--- config.mk ---
export PLATFORM = sky130hd
export DESIGN_NAME = instr_encoder
export DESIGN_NICKNAME = d
export VERILOG_FILES = /design/src/rtl/instr_encoder.sv
export SDC_FILE = /design/constraint.sdc
export NUM_CORES = 1
export LEC_CHECK = 0
export CAP_MARGIN = 10
export CORE_MARGIN = 2
export CORE_UTILIZATION = 29
export DETAILED_ROUTE_END_ITERATION = 12
export PLACE_DENSITY = 0.53
export SLEW_MARGIN = 20
export SYNTH_ARGS = -nofsm -noshare
export SYNTH_HDL_FRONTEND = slang
export SYNTH_SLANG_ARGS = --single-unit
--- constraint.sdc ---
create_clock -name clk -period 4.4 [get_ports clk]
set_input_delay 0.44 -clock clk [delete_from_list [all_inputs] [get_ports clk]]
set_output_delay 0.44 -clock clk [all_outputs]
set_load 0.02 [all_outputs]
--- src/rtl/instr_encoder.sv ---
// Encodes ARM-style data-processing, load/store and branch requests into 32-bit words.
// DP immediates are searched one even rotation per cycle for an imm8/rot form.
module instr_encoder (
  input  logic        clk,
  input  logic        reset,
  input  logic        req_valid,
  output logic        req_ready,
  input  logic [1:0]  req_kind,
  input  logic [3:0]  req_cond,
  input  logic [3:0]  req_cmd,
  input  logic        req_s,
  input  logic        req_l,
  input  logic [3:0]  req_rn,
  input  logic [3:0]  req_rd,
  input  logic [3:0]  req_rm,
  input  logic [3:0]  req_rs,
  input  logic [1:0]  req_sh,
  input  logic [4:0]  req_shamt,
  input  logic        req_regshift,
  input  logic [31:0] req_imm,
  input  logic [23:0] req_boff,
  output logic        out_valid,
  input  logic        out_ready,
  output logic [31:0] out_instr,
  output logic        out_err
);
  typedef struct packed {
    logic [1:0]  kind;
    logic [3:0]  cond;
    logic [3:0]  cmd;
    logic        s;
    logic        l;
    logic [3:0]  rn;
    logic [3:0]  rd;
    logic [3:0]  rm;
    logic [3:0]  rs;
    logic [1:0]  sh;
    logic [4:0]  shamt;
    logic        regshift;
    logic [31:0] imm;
    logic [23:0] boff;
  } req_t;

  typedef enum logic [1:0] {IDLE, SEARCH, OUT} state_t;

  state_t      state, state_nxt;
  logic [3:0]  r, r_nxt;
  logic [7:0]  imm8_q, imm8_nxt;
  logic        fail_q, fail_nxt;
  req_t        req_in, req_q;
  logic        accept;
  logic [63:0] rot_wide;
  logic [31:0] rot_word;
  logic        s_eff;
  logic [11:0] src2;
  logic [31:0] word;
  logic        word_err;

  assign req_in = {req_kind, req_cond, req_cmd, req_s, req_l, req_rn, req_rd, req_rm,
                   req_rs, req_sh, req_shamt, req_regshift, req_imm, req_boff};

  assign accept   = (state == IDLE) && req_valid;
  // Rotate-left by 2r: the upper half of the doubled word shifted left.
  assign rot_wide = {req_q.imm, req_q.imm} << {r, 1'b0};
  assign rot_word = rot_wide[63:32];

  always_comb begin
    state_nxt = state;
    r_nxt     = r;
    imm8_nxt  = imm8_q;
    fail_nxt  = fail_q;
    case (state)
      IDLE: begin
        if (req_valid) begin
          fail_nxt = 1'b0;
          r_nxt    = '0;
          state_nxt = (req_kind == 2'b00) ? SEARCH : OUT;
        end
      end
      SEARCH: begin
        if (rot_word[31:8] == 24'h0) begin
          imm8_nxt  = rot_word[7:0];
          state_nxt = OUT;
        end else if (r == 4'd15) begin
          fail_nxt  = 1'b1;
          state_nxt = OUT;
        end else begin
          r_nxt = r + 4'd1;
        end
      end
      OUT: begin
        if (out_ready) state_nxt = IDLE;
      end
      default: state_nxt = IDLE;
    endcase
  end

  always_ff @(posedge clk or posedge reset) begin
    if (reset) begin
      state  <= IDLE;
      r      <= '0;
      imm8_q <= '0;
      fail_q <= 1'b0;
      req_q  <= '0;
    end else begin
      state  <= state_nxt;
      r      <= r_nxt;
      imm8_q <= imm8_nxt;
      fail_q <= fail_nxt;
      if (accept) req_q <= req_in;
    end
  end

  // Output word is built from the held request, so it stays stable through OUT.
  always_comb begin
    s_eff    = (req_q.cmd[3:2] == 2'b10) ? 1'b1 : req_q.s;
    src2     = req_q.regshift ? {req_q.rs, 1'b0, req_q.sh, 1'b1, req_q.rm}
                              : {req_q.shamt, req_q.sh, 1'b0, req_q.rm};
    word     = '0;
    word_err = 1'b0;
    case (req_q.kind)
      2'b00: begin
        word_err = fail_q;
        word     = {req_q.cond, 2'b00, 1'b1, req_q.cmd, s_eff, req_q.rn, req_q.rd, r, imm8_q};
      end
      2'b01: word = {req_q.cond, 2'b00, 1'b0, req_q.cmd, s_eff, req_q.rn, req_q.rd, src2};
      2'b10: begin
        word_err = (req_q.imm[31:12] != 20'h0);
        word     = {req_q.cond, 2'b01, 5'b01100, req_q.l, req_q.rn, req_q.rd, req_q.imm[11:0]};
      end
      default: word = {req_q.cond, 2'b10, 2'b10, req_q.boff};
    endcase
  end

  assign req_ready = (state == IDLE);
  assign out_valid = (state == OUT);
  assign out_err   = out_valid & word_err;
  assign out_instr = (out_valid && !word_err) ? word : 32'h0;

endmodule
==> metrics.md <==
| Metric | Value |
|---|---|
| Outcome | `complete, no violations` |
| Multi-input gate area in the final layout | `3506 µm²` |
| Final antenna-violating net count | `0` |
| Number of setup buffers added after CTS | `0` |
| Leak Pwr | `3.645 nW` |
| Critical path class | `flip-flop to primary output` |
| Vias/cell | `5.088` |
| Crit path launch type | `flip-flop` |
| Gpl congestion | `0.9332` |
| CTS hold repair buffers | `0` |
| Post-CTS resize count | `0` |
| YS warnings | `0` |
| Final-report setup violation count | `0` |
| Die width | `153.7 µm` |
| Setup TNS | `0 ns` |
| Syn Area/Cell | `8.314 µm²` |
| Power share of the sequential group | `37.5%` |
| Post-layout nets | `971` |
| Core Area | `21,890 µm²` |
| Seq cells post-synth | `107` |
| Ratio of cells with drive above 1 in the final layout | `8.343%` |
| CP Data Arrival Time | `3.39 ns` |
| Hold Slack | `0.4749 ns` |
| Post-DP Area | `7996 µm²` |
| Synth top area cells | `dfrtp_1 41%, nand2_1 17%, mux4_2 6.2%, mux2i_1 3.8%, nor2_1 3.8%` |
| Core Util, Final | `37.92%` |
| Final period util | `87.12%` |
| Count leader, synth | `nand2_1` |
| Critical path's slowest cell | `clkdlybuf4s50_1` |
| IO Port Bufs | `130` |
| Post-synthesis cell area | `6501 µm²` |
| Dpl hpwl | `14.65 mm` |
| Worst-margin pin slew | `1.057 ns` |
| Post-synth ARST share | `100.0%` |
| Maximum clock path buffer count | `2` |
| Clock root cell | `clkbuf_16` |
| Pre-antenna DRT Iters | `5` |
| VDD IR max | `0.0002666 V` |
| Main synth FF type | `dfrtp_1` |
| Final Hold Fails | `0` |
| Max Freq | `0.2609 GHz` |
| Final Critical Period | `3.833 ns` |
| HP Class | `flip-flop to flip-flop` |
| CP delay by family, top | `simple AND/OR/NAND/NOR gates` |
| Post-synth top cells | `296 x nand2_1, 107 x dfrtp_1, 65 x nor2_1` |
| Slew Limit Fails | `0` |
| Sw Share | `46.09%` |
| Clock Skew | `0.01177 ns` |
| Fin area | `8302 µm²` |
| Total number of vias | `5,877` |
| Slowest stage delay, CP | `0.64 ns` |
| Top cell type's share of synthesized area | `41.19%` |
| Total congestion overflow | `0` |
| Total GRT Usage | `17.97%` |
| Syn-to-layout area delta | `27.69%` |
| Die H | `153.7 µm` |
| First-pass GRT wire length | `33.53 mm` |
| Switching power | `2.416 mW` |
| Largest net degree at the start of global routing | `99` |
| DRC | `0` |
| Total wire length | `21.03 mm` |
| CTS buffer count | `9` |
| Fillers | `2,310` |
| Clk slew on worst S/H paths | `0.07 ns` |
| Gate Count Post-Synth | `782` |
| Routed wire length per instance | `18.20 µm` |
| CP max FO | `32` |
| Boundary Pins | `131` |
| Critical path endpoint category | `primary output` |
| Power density over the cells | `631.5 nW/µm²` |
| CP required | `3.96 ns` |
| Worst-path cell chain | `nor4_1, and4_1, nand4_1, a22o_1, or2_2, a311oi_1, clkdlybuf4s50_1` |
| Diodes inserted | `0` |
| Synthesized net count | `883` |
| Htree depth | `3` |
| Initial antenna violation count | `0` |
| CTS sink count | `107` |
| Clock Latency Late Sink | `0.37 ns` |
| Internal power | `2.827 mW` |
| CTS tree | `done` |
| Total Power | `5.243 mW` |
| Distinct cells, synth | `57` |
| DR iter-0 viols | `452` |
| Row count | `54` |
| Die ar. | `23,630 µm²` |
| Seq/Total Area, Yosys | `41.19%` |
| Slew headroom | `29.53%` |
| Max-Cap Viols | `0` |
| Comb power frac | `46.4%` |
| CP Buf/Inv Count | `1` |
| Clock network fraction of total power | `16.1%` |
| Number of flops mapped to enable cells by yosys | `0` |
| Vias in the first global route | `5,811` |
| Synth area leader | `dfrtp_1` |
| RSZ-0062 raised after global routing | `false` |
| FF+latch area | `2679 µm²` |
| Initial core utilization | `29.70%` |
-- worst paths after layout --
| path | start | to | slack, ns | cells past startpoint |
|---|---|---|---|---|
| setup / recovery | req_q[39] | out_instr[23] | 0.57 | 7 |
| hold / removal | req_q[64] | req_q[64] | 0.47 | 2 |
| setup reg to reg | r[1] | imm8_q[3] | 0.87 | 7 |
| hold reg to reg | req_q[64] | req_q[64] | 0.47 | 2 |
| max in group asynchronous | reset | req_q[40] | 3.10 | 3 |
| min in group asynchronous | reset | req_q[73] | 0.57 | 2 |
-- state kept, by name, indices dropped and copies added, names as in the netlist --
signal / cells
imm8_q: 8
fail_q: 1
state: 2
r: 4
req_q: 92
-- layout make-up --
type,count,share of cell area (%)
multi-input combinational,598,42.23
sequential,107,32.27
timing repair buffer,138,16.85
tap,280,4.220
clock buffer,9,2.713
clock inverter,7,0.9646
inverter,16,0.7536
-- power by group through the flow --
stage	clock (mW)	sequential, mW	combinational (mW)
final	0.844	1.97	2.43
after floorplan	0	1.67	1.78
after detailed placement	0	1.97	2.44
after global routing	0.906	2.03	2.72
after global placement	0	1.98	2.44
after CTS	0.873	1.96	2.45
-- per-layer routing --
| metal | GRT usage, % | part of all wire (%) |
|---|---|---|
| met5 | 0 | 0 |
| met4 | 5.330 | 1.9 |
| met3 | 2.903 | 4.5 |
| met2 | 28.89 | 47 |
| met1 | 25.00 | 47 |
-- stage by stage --
step                setup WS (ns)  cells
floorplan                   1.143    782
global placement           0.9788   1139
detailed placement         0.9539   1139
CTS                        0.5709   1155
global route               0.3322   1155
finish                     0.5666   1155
-- cells in the final DEF (no fill, tap or decap), types with 6 or more instances in the layout --
| cell | count |
|---|---|
| mux2_4 | 8 |
| mux4_2 | 18 |
| nand2_1 | 295 |
| a222oi_1 | 11 |
| clkbuf_16 | 9 |
| a21oi_1 | 34 |
| nor3b_1 | 6 |
| mux2i_1 | 25 |
| a22oi_1 | 8 |
| o21ai_0 | 19 |
| nor3_1 | 9 |
| nor4_1 | 8 |
| clkdlybuf4s50_1 | 130 |
| dfrtp_1 | 106 |
| mux2_2 | 12 |
| inv_1 | 15 |
| o32ai_1 | 6 |
| nor2_1 | 65 |
| nor2b_1 | 8 |
-- tightest hold or removal path, delay by kind of cell (launching register included) --
family / cells / cell delay [ns]
flops: 1 / 0.34
simple gates: 2 / 0.10
-- logic make-up (layout without fill, tap and decap cells) --
kind of cell | after synthesis | in the layout | share of synthesized area [%]
AOI/OAI and AO/OA | 107 | 107 | 11.51
muxes | 64 | 64 | 14.36
DFF | 107 | 107 | 41.19
and+or+nand+nor | 422 | 422 | 27.02
buffers and inverters | 77 | 170 | 4.965
adders and majority gates | 5 | 5 | 0.9623
Power figures use the tool's default switching activity.
